[src/rtl/led_pattern_gen.sv]
// LED bank pattern generator: off, blink-all, bouncing scanner or breathing PWM,
// stepped by a power-of-two prescaler whose rate is selected at run time.
module led_pattern_gen #(
    parameter int unsigned N_LEDS   = 8,
    parameter int unsigned PRESC_W  = 20,
    parameter int unsigned PWM_BITS = 8
) (
    input  logic              clk_i,
    input  logic              rst_i,
    input  logic              en_i,
    input  logic [1:0]        mode_i,
    input  logic [3:0]        speed_i,
    output logic [N_LEDS-1:0] led_o,
    output logic              step_o
);

    localparam int unsigned POS_W   = (N_LEDS > 1) ? $clog2(N_LEDS) : 1;
    localparam int unsigned SHIFT_W = (PRESC_W > 1) ? $clog2(PRESC_W) : 1;

    localparam logic [POS_W-1:0]    POS_LAST   = POS_W'(N_LEDS - 1);
    localparam logic [POS_W-1:0]    POS_PENULT = POS_W'(N_LEDS - 2);
    localparam logic [PWM_BITS-1:0] LEVEL_MAX  = '1;

    typedef enum logic [1:0] {
        MODE_OFF     = 2'd0,
        MODE_BLINK   = 2'd1,
        MODE_SCAN    = 2'd2,
        MODE_BREATHE = 2'd3
    } mode_e;

    typedef enum logic {
        DIR_UP   = 1'b0,
        DIR_DOWN = 1'b1
    } dir_e;

    mode_e               mode_q, mode_d;
    logic [PRESC_W-1:0]  pre_q, pre_d;
    logic                toggle_q, toggle_d;
    logic [POS_W-1:0]    pos_q, pos_d;
    dir_e                dir_q, dir_d;
    logic [PWM_BITS-1:0] level_q, level_d;
    dir_e                level_dir_q, level_dir_d;
    logic [PWM_BITS-1:0] pwm_q, pwm_d;
    logic [N_LEDS-1:0]   led_q, led_d;
    logic                step_q, step_d;

    logic [SHIFT_W-1:0]  shift_c;
    logic [PRESC_W-1:0]  tick_mask_c;
    logic                mode_chg_c;
    logic                tick_c;

    // Step-rate exponent clamped so at least one prescaler bit gates the tick.
    always_comb begin
        shift_c = SHIFT_W'(PRESC_W - 1);
        if (32'(speed_i) < PRESC_W - 1) begin
            shift_c = SHIFT_W'(speed_i);
        end
        tick_mask_c = {PRESC_W{1'b1}} >> shift_c;
    end

    always_ff @(posedge clk_i or posedge rst_i) begin
        if (rst_i) begin
            mode_q      <= MODE_OFF;
            pre_q       <= '0;
            toggle_q    <= 1'b0;
            pos_q       <= '0;
            dir_q       <= DIR_UP;
            level_q     <= '0;
            level_dir_q <= DIR_UP;
            pwm_q       <= '0;
            led_q       <= '0;
            step_q      <= 1'b0;
        end else begin
            mode_q      <= mode_d;
            pre_q       <= pre_d;
            toggle_q    <= toggle_d;
            pos_q       <= pos_d;
            dir_q       <= dir_d;
            level_q     <= level_d;
            level_dir_q <= level_dir_d;
            pwm_q       <= pwm_d;
            led_q       <= led_d;
            step_q      <= step_d;
        end
    end

    always_comb begin
        mode_d      = mode_q;
        pre_d       = pre_q;
        toggle_d    = toggle_q;
        pos_d       = pos_q;
        dir_d       = dir_q;
        level_d     = level_q;
        level_dir_d = level_dir_q;
        pwm_d       = pwm_q;
        led_d       = '0;
        tick_c      = 1'b0;
        mode_chg_c  = en_i && (mode_i != mode_q);

        if (en_i) begin
            mode_d = mode_e'(mode_i);
            pre_d  = pre_q + PRESC_W'(1);

            if (mode_chg_c) begin
                // New pattern always starts from a clean state and a full period.
                pre_d       = '0;
                toggle_d    = 1'b0;
                pos_d       = '0;
                dir_d       = DIR_UP;
                level_d     = '0;
                level_dir_d = DIR_UP;
                pwm_d       = '0;
                led_d       = (mode_e'(mode_i) == MODE_SCAN) ? N_LEDS'(1) : '0;
            end else begin
                tick_c = ((pre_q & tick_mask_c) == tick_mask_c);

                case (mode_q)
                    MODE_BLINK: begin
                        led_d = {N_LEDS{toggle_q}};
                        if (tick_c) begin
                            toggle_d = ~toggle_q;
                        end
                    end
                    MODE_SCAN: begin
                        led_d = N_LEDS'(1) << pos_q;
                        if (tick_c) begin
                            // Turn at the ends by stepping inward so no LED dwells twice.
                            if (dir_q == DIR_UP) begin
                                if (pos_q == POS_LAST) begin
                                    dir_d = DIR_DOWN;
                                    pos_d = POS_PENULT;
                                end else begin
                                    pos_d = pos_q + POS_W'(1);
                                end
                            end else begin
                                if (pos_q == '0) begin
                                    dir_d = DIR_UP;
                                    pos_d = POS_W'(1);
                                end else begin
                                    pos_d = pos_q - POS_W'(1);
                                end
                            end
                        end
                    end
                    MODE_BREATHE: begin
                        led_d = {N_LEDS{pwm_q < level_q}};
                        pwm_d = pwm_q + PWM_BITS'(1);
                        if (tick_c) begin
                            if (level_dir_q == DIR_UP) begin
                                if (level_q == LEVEL_MAX) begin
                                    level_dir_d = DIR_DOWN;
                                    level_d     = level_q - PWM_BITS'(1);
                                end else begin
                                    level_d = level_q + PWM_BITS'(1);
                                end
                            end else begin
                                if (level_q == '0) begin
                                    level_dir_d = DIR_UP;
                                    level_d     = PWM_BITS'(1);
                                end else begin
                                    level_d = level_q - PWM_BITS'(1);
                                end
                            end
                        end
                    end
                    default: begin
                        led_d = '0;
                    end
                endcase
            end
        end

        step_d = tick_c;
    end

    assign led_o  = led_q;
    assign step_o = step_q;

endmodule
[config.mk]
export PLATFORM = sky130hd
export DESIGN_NAME = led_pattern_gen
export DESIGN_NICKNAME = d
export VERILOG_FILES = /design/src/rtl/led_pattern_gen.sv
export SDC_FILE = /design/constraint.sdc
export NUM_CORES = 1
export LEC_CHECK = 0
export CORE_MARGIN = 4
export CORE_UTILIZATION = 52
export DETAILED_ROUTE_END_ITERATION = 10
export HOLD_SLACK_MARGIN = 0.08
export MAX_ROUTING_LAYER = met4
export PLACE_DENSITY = 0.81
export REMOVE_ABC_BUFFERS = 1
export SLEW_MARGIN = 10
export SYNTH_ARGS = -nofsm -noshare
export SYNTH_HDL_FRONTEND = slang
export SYNTH_SLANG_ARGS = --single-unit
[constraint.sdc]
create_clock -name clk_i -period 2.8 [get_ports clk_i]
set_input_delay 0.56 -clock clk_i [delete_from_list [all_inputs] [get_ports clk_i]]
set_output_delay 0.56 -clock clk_i [all_outputs]
set_load 0.005 [all_outputs]
==> impl_metrics.tcl <==
set metrics [dict create \
    synthMuxAreaShare_pct 2.22 \
    io_pins 18 \
    power_frac_comb_pct 15.3 \
    clk_pin_slew_ns 0.09 \
    finalCritPeriodShare_pct 86.9 \
    internal_power_mw 1.05 \
    outcome "complete, no violations" \
    p_sw_share_pct 28.1 \
    grt_pass1_wl_um 12100 \
    final_cell_mix "53 x dfrtp_1, 32 x nor2_1, 27 x nand2_1" \
    dieArea_sq_um 7720 \
    power_frac_clock_pct 28.9 \
    mostFrequentLayoutCell "dfrtp_1" \
    cp-start-kind "input pin" \
    synth_top_area_share_pct 40.0 \
    grt_overflow_total 0 \
    antenna_found_initial 0 \
    yosys_warnings 0 \
    fmax_mhz 411 \
    htreeDepth 2 \
    hold_class "register to register" \
    final.setup.tns_ns 0 \
    yosys.area.top_type "dfrtp_1" \
    synth_fa_ha_area_share_pct 7.16 \
    p_leak_nw 1.57 \
    fin_nets 406 \
    fin_crit_ns 2.43 \
    gp_congestion 0.926 \
    worst-setup-path-type "input pin to register" \
    synthFlopType "dfrtp_1" \
    root_buffer "clkbuf_8" \
    post_cts_buffers 0 \
    crit_chain "clkdlybuf4s50_1 > a22o_1 > o211ai_1 > o21bai_1 > nor4bb_1 > buf_4 > o21ai_0 > a32o_1" \
    power.density_nw_per_um2 398 \
    syn_area_sq_um 3320 \
    p_seq_share_pct 55.9 \
    hold_violations 0 \
    track_usage_pct 20.2 \
    cts_made_buffers 5 \
    rsz0062_at_grt "no" \
    layout-drive-gt1-share_pct 8.71 \
    maxSlewHeadroom_pct 55.5 \
    setup_viol 0 \
    synth_edf_count 0 \
    synth-compound-area-share_pct 16.6 \
    cts_tree "yes" \
    synth_cell_types 59 \
    drt_pass1_iterations 4 \
    num_rows 28 \
    grt_max_degree 54 \
    worst_pin_slew_ns 0.667 \
    finalMaxSlewViolations 0 \
    place_hpwl_um 5040 \
    port_buffers 17 \
    cap_violations 0 \
    crit_path_max_fanout 11 \
    end_kind "register" \
    max_stage_delay_ns 0.66 \
    synth_area_leaders "dfrtp_1 40%, ha_1 7.2%, xor2_1 4.8%, nor2_1 3.6%, nand2_1 3.1%" \
    die-height_um 87.9 \
    initial_core_util_pct 54.7 \
    first_global_vias 2640 \
    ctsResizeCount 0 \
    area_delta_synth_final_pct 10.2 \
    wl_per_cell_um 15.1 \
    met1_usage_pct 25.4 \
    synth-simple-area-share_pct 22.4 \
    ant_nets 0 \
    syn_inst 360 \
    n_antenna_cell 0 \
    synth_seq_cells 53 \
    clock_sinks 53 \
    avgSynthCellArea_sq_um 9.22 \
    synthArstFlopShare_pct 100 \
    clock_latency_ns 0.31 \
    die_w_um 87.9 \
    crit_path_top_delay_cell "clkdlybuf4s50_1" \
    postCtsHoldBufs 0 \
    viasPerCell 6.02 \
    drc 0 \
    drtIter0Drc 144 \
    synth_top_family_by_area "simple AND/OR/NAND/NOR gates" \
    dp.cells 446 \
    route.vias.total 2733 \
    critPathRequiredTime_ns 3.00 \
    synth_xor_area_share_pct 6.86 \
    met2_usage_pct 32.5 \
    coreArea_sq_um 6060 \
    grt_util_met3_pct 3.48 \
    grt_busiest_layer "met2" \
    fin_skew_ns 0.0103 \
    max-clock-path-buffers 2 \
    wirelength_um 6860 \
    switchingPower_uw 410 \
    ir_drop_uv 327 \
    cp.arrival_ns 2.63 \
    final_cells 454 \
    synth.yosys.seq_area_share_pct 40.0 \
]
[layer usage]
layer / wire (um) / vias to the layer above
met2: 3340 / 76
met4: 128 / 0
met1: 3070 / 1313
met5: 0 / -
met3: 320 / 14
li1: - / 1330
[final timing paths]
path	from	endpoint	slack (ns)	depth (start not counted)
max	speed_i[2]	level_q[4]$_DFFE_PP0P_	0.37	8
min	pre_q[19]$_DFFE_PP0P_	pre_q[19]$_DFFE_PP0P_	0.56	2
max reg2reg	level_q[0]$_DFFE_PP0P_	level_q[5]$_DFFE_PP0P_	0.52	6
min reg2reg	pre_q[19]$_DFFE_PP0P_	pre_q[19]$_DFFE_PP0P_	0.56	2
max in group asynchronous	rst_i	pre_q[0]$_DFFE_PP0P_	1.61	3
min in group asynchronous	rst_i	level_q[5]$_DFFE_PP0P_	0.75	3
[kinds of logic after synthesis]
family / count (synthesis)
flip-flops: 53
multiplexers: 7
XOR/XNOR: 26
adder cells (fa/ha/maj): 19
buffers and inverters: 36
AO/OA/AOI/OAI: 80
AND/OR/NAND/NOR: 139
[layout make-up]
class                      count  area [sq um]
fill                         517          2400
multi-input combinational    271          1830
sequential                    53          1330
timing repair buffer          27           245
tap                           75          93.8
inverter                      20          75.1
clock buffer                   5          68.8
clock inverter                 3          17.5
[critical path: cells and delay by family]
| kind | cells | cell delay, ns |
|---|---|---|
| AOI/OAI and AO/OA | 5 | 0.89 |
| buffers and inverters | 2 | 0.86 |
| and+or+nand+nor | 1 | 0.31 |
[power by group through the flow]
stage	clock network, mW	registers [mW]	logic, mW
3_3_place_gp	0	0.827	0.217
6_report	0.421	0.814	0.222
2_1_floorplan	0	0.821	0.134
3_5_place_dp	0	0.829	0.221
5_1_grt	0.462	0.818	0.250
4_1_cts	0.440	0.813	0.223
[cells in the mapped netlist (5+ instances only)]
cell type	number
nand4_1	11
nand2_1	27
nand3_1	18
inv_1	20
xor2_1	18
o21ai_0	16
xnor2_1	8
and3_1	9
dfrtp_1	53
buf_2	6
nor3_1	6
a31oi_1	12
ha_1	19
nor2b_1	5
nor2_1	32
clkbuf_1	5
o22ai_1	5
o211ai_1	8
a21oi_1	11
[state kept, by name, indices dropped and copies added (netlist names), 2 cells and up]
register  cells
pre_q        20
led_o         8
mode_q        2
level_q       8
pwm_q         8
pos_q         3
[stage by stage]
| stage | power (mW) | utilization, % | worst slack (ns) | hold slack, ns | cell area [sq um] |
|---|---|---|---|---|---|
| final | 1.46 | 60.3 | 0.366 | 0.565 | 3660 |
| after global routing | 1.53 | 60.3 | 0.185 | 0.614 | 3660 |
| after CTS | 1.48 | 60.3 | 0.398 | 0.568 | 3660 |
| after detailed placement | 1.05 | 58.9 | 0.0667 | 0.543 | 3570 |
| after global placement | 1.04 | 58.9 | 0.124 | 0.534 | 3570 |
| after floorplan | 0.955 | - | 0.312 | 0.497 | 3230 |
Power figures use the tool's default switching activity.
